`config.mk`:
```
export PLATFORM = sky130hd
export DESIGN_NAME = seg_scan_driver
export DESIGN_NICKNAME = d
export VERILOG_FILES = /design/src/rtl/seg_disp_pkg.sv /design/src/rtl/tick_div.sv /design/src/rtl/seg_scan_driver.sv
export SDC_FILE = /design/constraint.sdc
export NUM_CORES = 1
export LEC_CHECK = 0
export ABC_CLOCK_PERIOD_IN_PS = 5250
export BUFFER_PORTS_ARGS = -buffer_cell sky130_fd_sc_hd__buf_2
export CAP_MARGIN = 20
export CORE_MARGIN = 4
export CORE_UTILIZATION = 38
export DETAILED_ROUTE_END_ITERATION = 10
export SETUP_SLACK_MARGIN = 0.4
export SLEW_MARGIN = 20
export SYNTH_ARGS = -nofsm -noshare
export SYNTH_HDL_FRONTEND = slang
export SYNTH_SLANG_ARGS = --single-unit
```
`constraint.sdc`:
```
create_clock -name clk -period 5.25 [get_ports clk]
set_clock_uncertainty 0.15 [all_clocks]
set_input_delay 0.2625 -clock clk [delete_from_list [all_inputs] [get_ports clk]]
set_output_delay 0.2625 -clock clk [all_outputs]
set_load 0.02 [all_outputs]
```
`src/rtl/seg_disp_pkg.sv`:
```
// seg_disp_pkg: shared widths, blank pattern and seg_array slicing for the 4-digit display path.
package seg_disp_pkg;
   localparam int NUM_DIGITS  = 4;
   localparam int SEG_W       = 7;
   localparam int SEG_ARRAY_W = 28;
   localparam logic [SEG_W-1:0] SEG_BLANK = '0;
   function automatic int digit_slice(input logic [1:0] d);
      return SEG_ARRAY_W - 1 - SEG_W * int'(d);
   endfunction
endpackage

```
`src/rtl/tick_div.sv`:
```
// tick_div: free-running 0..DIV-1 counter with a one-cycle tick at the terminal count.
module tick_div #(
   parameter int DIV = 2
) (
   input  logic clk,
   input  logic reset,
   output logic tick
);
   localparam int CW = $clog2(DIV);
   logic [CW-1:0] cnt;
   assign tick = cnt == CW'(DIV - 1);
   always_ff @(posedge clk) begin
      if (reset) cnt <= '0;
      else       cnt <= tick ? '0 : cnt + 1'b1;
   end
endmodule

```
`src/rtl/seg_scan_driver.sv`:
```
// seg_scan_driver: time-multiplexes four 7-segment digits onto shared seg/anode pins.
// Define SEG_SCAN_BLINK_EN to blink the digits marked in sel.
module seg_scan_driver
   import seg_disp_pkg::*;
#(
   parameter int REFRESH_DIV = 50000,
   parameter int BLINK_DIV   = 25000000,
   parameter bit ACTIVE_LOW  = 1'b1
) (
   input  logic                   clk,
   input  logic                   reset,
   input  logic [SEG_ARRAY_W-1:0] seg_array,
   input  logic [NUM_DIGITS-1:0]  dp_mask,
   input  logic [NUM_DIGITS-1:0]  sel,
   input  logic                   enable,
   output logic [SEG_W:0]         seg,
   output logic [NUM_DIGITS-1:0]  anode,
   output logic [1:0]             digit_idx
);
   logic refresh_tick, blank_slot;
   logic [SEG_W:0] seg_l;
   logic [NUM_DIGITS-1:0] anode_l;
   tick_div #(.DIV(REFRESH_DIV)) u_refresh (.clk(clk), .reset(reset), .tick(refresh_tick));
`ifdef SEG_SCAN_BLINK_EN
   logic blink_tick, blink_phase;
   tick_div #(.DIV(BLINK_DIV)) u_blink (.clk(clk), .reset(reset), .tick(blink_tick));
   always_ff @(posedge clk) begin
      if (reset)           blink_phase <= 1'b0;
      else if (blink_tick) blink_phase <= ~blink_phase;
   end
   assign blank_slot = blink_phase & sel[~digit_idx];
`else
   localparam int unused_blink_div = BLINK_DIV;
   logic unused_sel;
   assign unused_sel = ^sel;
   assign blank_slot = 1'b0;
`endif
   // ~digit_idx == 3-d: digit0 sits in the MSB of dp_mask, sel and anode
   always_comb begin
      seg_l   = enable ? {dp_mask[~digit_idx], seg_array[digit_slice(digit_idx) -: SEG_W]} : {1'b0, SEG_BLANK};
      anode_l = (enable && !blank_slot) ? 4'b1000 >> digit_idx : '0;
   end
   always_ff @(posedge clk) begin
      if (reset) begin
         digit_idx <= '0;
         seg       <= {(SEG_W+1){ACTIVE_LOW}};
         anode     <= {NUM_DIGITS{ACTIVE_LOW}};
      end else begin
         digit_idx <= refresh_tick ? digit_idx + 2'd1 : digit_idx;
         seg       <= seg_l ^ {(SEG_W+1){ACTIVE_LOW}};
         anode     <= anode_l ^ {NUM_DIGITS{ACTIVE_LOW}};
      end
   end
endmodule

```
==> metrics.csv, run 1 <==
metric,value,unit
Async SR Flop Fraction,0,
Pwr Density,169.9,nW/um2
grt total ovfl,0,
post-synthesis sequential area ratio,0.2294,
cts hold-fix bufs,0,
port bufs,48,
Rows,29,
CTS tree,done,
top cell type's share of synthesized area,0.2294,
Yosys reg bits,30,
remaining antenna violation count after routing,0,
Cells after Synth,252,
Final Instance Area,2919,um2
Final period util,0.5701,
Tightest Pin Transition,0.8540,ns
Starting Density,0.4008,
RSZ-0062 raised after global routing,false,
Core Area,6531,um2
Max-slew headroom,0.4307,
Final HPWL DP,4575,um
Worst Setup Start Kind,flip-flop,
crit path DAT,2.96,ns
GR Util All Layers,0.1501,
clock root cell,clkbuf_8,
status,finished clean,
Setup Viol. Count Final,0,
global-route wire length before repair,10330,um
vias in the first global route,2104,
ys flop type,dfxtp_1,
initial antenna violation count,0,
drt drc,0,
First-pass DRT Iterations,4,
Final min period,2.993,ns
DP Area,2828,um2
"Net Count, Synth",300,
Area contributors post-synth,"dfxtp_1 (23%), mux4_2 (15%), mux4_1 (9.0%)",
DIE WIDTH,91.00,um
Final Hold Viols,0,
layout overhead on the synthesized area,11.52,%
CP max FO,27,
total CTS buffers,5,
I/O pins,53,
H-tree Lvls,2,
Via Count,2152,
RePlAce Congestion,0.8099,
DIE HEIGHT,91.00,um
# resized after CTS,0,
HP Class,input port to flip-flop,
fmax,334.1,MHz
Worst-path clk slew,0.06,ns
Post-synth EDFFs,0,
critical path capture point type,flip-flop,
synth warn,0,
Vias/cell,5.769,
pin count of the biggest net entering global routing,43,
leak pwr,0.001115,uW
Max clock buf depth,2,
clock sink total,30,
total negative slack,0,ns
worst setup path category,flip-flop to flip-flop,
postcts setup bufs,0,
antenna cells,0,
post-synth top area cell,dfxtp_1,
die area,8280,um2
Starting DRT DRC Count,87,
layout cells sized above 1,0.2973,
wire per inst,16.35,um
mapped cell area,2618,um2
"Clk Latency, worst-skew pair",0.28,ns
Max Slew Vio Count,0,
syn avg cell area,10.39,um2
Final nets,343,
Max Cap Viol,0,
critical path required time,5.22,ns
maximum vdd drop,0.07358,mV
Unique masters post-synth,48,
DRT Wirelength,6100,um
placed cells by master (no fill, tap or decap), types with 2 or more instances in the layout:
| master | count |
|---|---|
| nand2_1 | 22 |
| mux4_2 | 17 |
| a31oi_1 | 4 |
| nor2_1 | 26 |
| nor4_1 | 4 |
| nand2b_1 | 2 |
| inv_1 | 6 |
| mux2i_1 | 22 |
| mux4_1 | 9 |
| buf_4 | 3 |
| and2_1 | 4 |
| a2111oi_0 | 2 |
| nand3_1 | 15 |
| xnor2_1 | 13 |
| a21oi_1 | 4 |
| mux2_2 | 8 |
| nor3_1 | 4 |
| buf_2 | 48 |
| dfxtp_1 | 29 |
| ha_1 | 9 |
| clkbuf_8 | 6 |
| nand4_1 | 9 |
| nor2b_1 | 2 |
| xor2_1 | 2 |
| clkinv_1 | 2 |
| nor4bb_1 | 2 |
metrics by stage:
stage	utilization	total power [uW]	setup slack, ns	std cells	hold slack, ns
final	0.4469	495.9	2.257	373	0.06033
after global routing	0.4469	520.6	2.064	373	0.07646
after CTS	0.4469	501.3	2.268	373	0.05679
after detailed placement	0.4330	315.0	2.283	365	0.3070
after global placement	0.4330	313.9	2.320	365	0.2932
after floorplan	-	280.7	2.212	252	0.1849
sequential cells by signal, indices dropped and copies added, names as in the netlist:
| name | cells |
|---|---|
| seg | 8 |
| anode | 4 |
| u_refresh.cnt | 16 |
| digit_idx | 2 |
worst max-delay path, stage by stage (launching register included):
cell and delay (ns):
dfxtp_2 0.33, clkinv_1 0.24, ha_1 0.32, ha_1 0.28, buf_4 0.31, inv_1 0.29, mux2i_1 0.18, o211a_1 0.23
o311ai_0 0.50
metal layers:
layer	GRT usage	up-vias	share of wire
met4	0.05653	0	0.021
met2	0.2373	53	0.47
met1	0.2046	1039	0.48
met3	0.02810	11	0.035
met5	0	-	0
li1	-	1049	-
path summary, 6_finish.rpt:
check	slack (ns)	depth (start not counted)	start	endpoint
worst min-delay path	0.06	2	reset	digit_idx[0]$_SDFFE_PP0N_
worst max register to register	2.26	8	digit_idx[0]$_SDFFE_PP0N_	seg[3]$_SDFF_PP1_
worst max-delay path	2.26	8	digit_idx[0]$_SDFFE_PP0N_	seg[3]$_SDFF_PP1_
worst min register to register	0.32	1	u_refresh.cnt[0]$_SDFF_PP0_	u_refresh.cnt[0]$_SDFF_PP0_
cell families (layout without fill, tap and decap cells):
group / Yosys count / in the layout / share of synthesized area
flip-flops: 30 / 30 / 0.2294
XOR/XNOR: 15 / 15 / 0.05019
buffers and inverters: 23 / 67 / 0.06883
AND/OR/NAND/NOR: 95 / 95 / 0.1773
multiplexers: 57 / 57 / 0.3609
adder cells (fa/ha/maj): 9 / 9 / 0.04302
AO/OA/AOI/OAI: 23 / 23 / 0.07027
synthesized netlist by cell type (all sizes together), types with 2 or more instances:
master   count
o221ai       2
clkinv       2
mux2i       22
nand4        9
mux2         9
a31oi        4
buf         13
a2111oi      2
nor2b        2
nand2b       2
nor3         4
nand3       15
dfxtp       30
mux4        26
nor2        26
a21oi        4
xor2         2
inv          6
and2b        2
xnor2       13
nor4         4
nand2       22
ha           9
and2         4
nor4bb       2
clkbuf       2
area by class of cell:
type                       count  area [um2]
clock buffer                   7       86.33
clock inverter                 1       5.005
fill                         647        3612
inverter                       8       30.03
multi-input combinational    199        1837
sequential                    30       601.8
tap                           77       96.34
timing repair buffer          51       262.8
report_power, final:
part | internal (uW) | switching (uW) | total (uW)
Combinational | 37.0 | 37.8 | 74.8
Sequential | 233 | 2.69 | 235
Clock | 105 | 80.3 | 186
(Power assumes the default switching activity.)
==> run 2: changes to the inputs <==
--- a/config.mk
+++ b/config.mk
@@ -5,7 +5,7 @@
 export SDC_FILE = /design/constraint.sdc
 export NUM_CORES = 1
 export LEC_CHECK = 0
-export ABC_CLOCK_PERIOD_IN_PS = 5250
+export ABC_CLOCK_PERIOD_IN_PS = 3000
 export BUFFER_PORTS_ARGS = -buffer_cell sky130_fd_sc_hd__buf_2
 export CAP_MARGIN = 20
 export CORE_MARGIN = 4
==> constraint.sdc (replaced) <==
create_clock -name clk -period 3 [get_ports clk]
set_clock_uncertainty 0.15 [all_clocks]
set_input_delay 0.15 -clock clk [delete_from_list [all_inputs] [get_ports clk]]
set_output_delay 0.15 -clock clk [all_outputs]
set_load 0.02 [all_outputs]
==> run 2 against run 1 <==
  * Via count grew 0.93%
  * Final cell count grew 1.6%
  * Register-to-register slack got worse by 1.8 ns
  * Sequential share of layout area decreased by 0.53 points
  * Maximum frequency is 20% higher
  * Worst setup slack lost 1.8 ns
  * Hold slack improved by 0.056 ns
  * Clock power up 73%
  * Global-route usage down 0.26 points
  * Flip-flop and latch count unchanged
  * Utilization is 1.5 points higher
  * Largest cell class unchanged
  * Highest routed layer unchanged
==> metrics.csv, run 2 (synthesis gave the netlist of run 1 again) <==
metric,value,unit
status,finished clean,
CTS tree,done,
Final nets,349,
die area,8280,um2
leak pwr,0.001152,uW
I/O pins,53,
Starting DRT DRC Count,89,
Largest regs,"u_refresh.cnt x16, seg x8, anode x4",
remaining antenna violation count after routing,0,
Vias/cell,5.731,
critical path required time,3.06,ns
Starting Density,0.4008,
clock sink total,30,
fmax,400.4,MHz
global-route wire length before repair,10120,um
Final min period,2.497,ns
port bufs,48,
Final HPWL DP,4669,um
Final period util,0.8325,
end-of-flow core utilization,0.4615,
Max clock buf depth,2,
Max Cap Viol,0,
setup ws final,0.5026,ns
Setup Viol. Count Final,0,
DIE WIDTH,91.00,um
Rows,29,
R2R setup slack,0.50,ns
total CTS buffers,5,
Pwr Density,286.8,nW/um2
Max-slew headroom,0.6319,
Reg with most FFs,u_refresh.cnt,
CP max FO,15,
"Max stage delay cell, worst path",mux4_1,
HP Class,input port to flip-flop,
worst r2r src,digit_idx[1]$_SDFFE_PP0N_,
most common library cell in the layout ignoring fill and taps,buf_2,
total negative slack,0,ns
critical path capture point type,flip-flop,
"Clk Latency, worst-skew pair",0.27,ns
crit path DAT,2.56,ns
"delay-heaviest family, CP",multiplexers,
grt total ovfl,0,
Max Slew Vio Count,0,
Via Count,2172,
layout overhead on the synthesized area,15.15,%
Worst-path clk slew,0.06,ns
drt drc,0,
max reg flops,16,
RePlAce Congestion,0.8748,
wire per inst,15.91,um
stages on the worst setup path,7,
FF+latch area,605.6,um2
CP peak stage delay,0.58,ns
Worst Setup EP,seg[5]$_SDFF_PP1_,
Filler Cell Count,613,
pin count of the biggest net entering global routing,43,
clock root cell,clkbuf_8,
R2R Path End,seg[5]$_SDFF_PP1_,
WP buf/inv,1,
Critical Path Start,digit_idx[1]$_SDFFE_PP0N_,
layout cells sized above 1,0.3245,
RSZ-0062 raised after global routing,false,
worst setup path category,flip-flop to flip-flop,
First-pass DRT Iterations,4,
most frequent cells in the layout,"buf_2 (48), dfxtp_1 (28), nor2_1 (26)",
Multi-input gate area,1864,um2
worst reg2reg path depth,7,
DIE HEIGHT,91.00,um
antenna cells,0,
initial antenna violation count,0,
Worst Setup Start Kind,flip-flop,
DRT Wirelength,6031,um
Core Area,6531,um2
Tightest Pin Transition,0.5522,ns
H-tree Lvls,2,
GR Util All Layers,0.1475,
vias in the first global route,2094,
critical path cell sequence,"buf_4, ha_2, ha_4, mux4_1, mux2_2, mux2i_1, a2111o_1",
pre-CTS setup slack,0.4502,ns
Final Hold Viols,0,
maximum vdd drop,0.1507,mV
-- run 2: power breakdown --
part	switching (uW)	leakage [uW]	internal, uW
clock network	138	0.0000482	185
registers	4.63	0.000246	406
logic	65.8	0.000858	65.5
total	208	0.00115	656
-- run 2: stage by stage --
step	instances	total power, uW	hold WS (ns)	area, um2
CTS	379	876.9	0.1137	2999
global route	379	904.1	0.1389	3014
detailed placement	370	549.6	0.2359	2898
global placement	370	548.8	0.2306	2898
floorplan	252	490.3	0.06270	2655
finish	379	864.5	0.1164	3014
-- run 2: worst min-delay path, delay by kind of cell --
kind | cells | cell delay, ns
simple gates | 1 | 0.06
buf+inv | 1 | 0.07
mux | 1 | 0.21
-- run 2: layout make-up --
| class | instances | share of cell area |
|---|---|---|
| Multi-Input combinational cell | 199 | 0.6185 |
| Inverter | 8 | 0.01411 |
| Timing Repair Buffer | 57 | 0.1042 |
| Clock buffer | 7 | 0.02864 |
| Sequential cell | 30 | 0.2009 |
| Clock inverter | 1 | 0.001660 |
| Tap cell | 77 | 0.03196 |
-- run 2: routing by layer --
layer	track usage	wire length, um	vias up
li1	-	-	1058
met1	0.2026	2836	1037
met2	0.2385	2828	71
met3	0.02479	298	6
met4	0.04523	68	0
met5	0	0	-
-- run 2: timing repair --
item / in CTS / in global routing
buffers inserted: 0 / 0
endpoints found under the setup margin: 0 / 5
hold buffers: 1 / 0
hold endpoints to repair: 3 / 0
gates resized for setup: 0 / 3
-- run 2: how the worst min path moves through the flow --
| stage | from | to | slack [ns] | cells after the start |
|---|---|---|---|---|
| 2_1_floorplan | reset | digit_idx[0]$_SDFFE_PP0N_ | 0.06 | 1 |
| 3_3_place_gp | reset | digit_idx[0]$_SDFFE_PP0N_ | 0.23 | 2 |
| 3_5_place_dp | reset | u_refresh.cnt[2]$_SDFF_PP0_ | 0.24 | 2 |
| 4_1_cts | dp_mask[3] | seg[7]$_SDFF_PP1_ | 0.11 | 3 |
| 5_1_grt | dp_mask[1] | seg[7]$_SDFF_PP1_ | 0.14 | 3 |
| 6_report | dp_mask[1] | seg[7]$_SDFF_PP1_ | 0.12 | 3 |
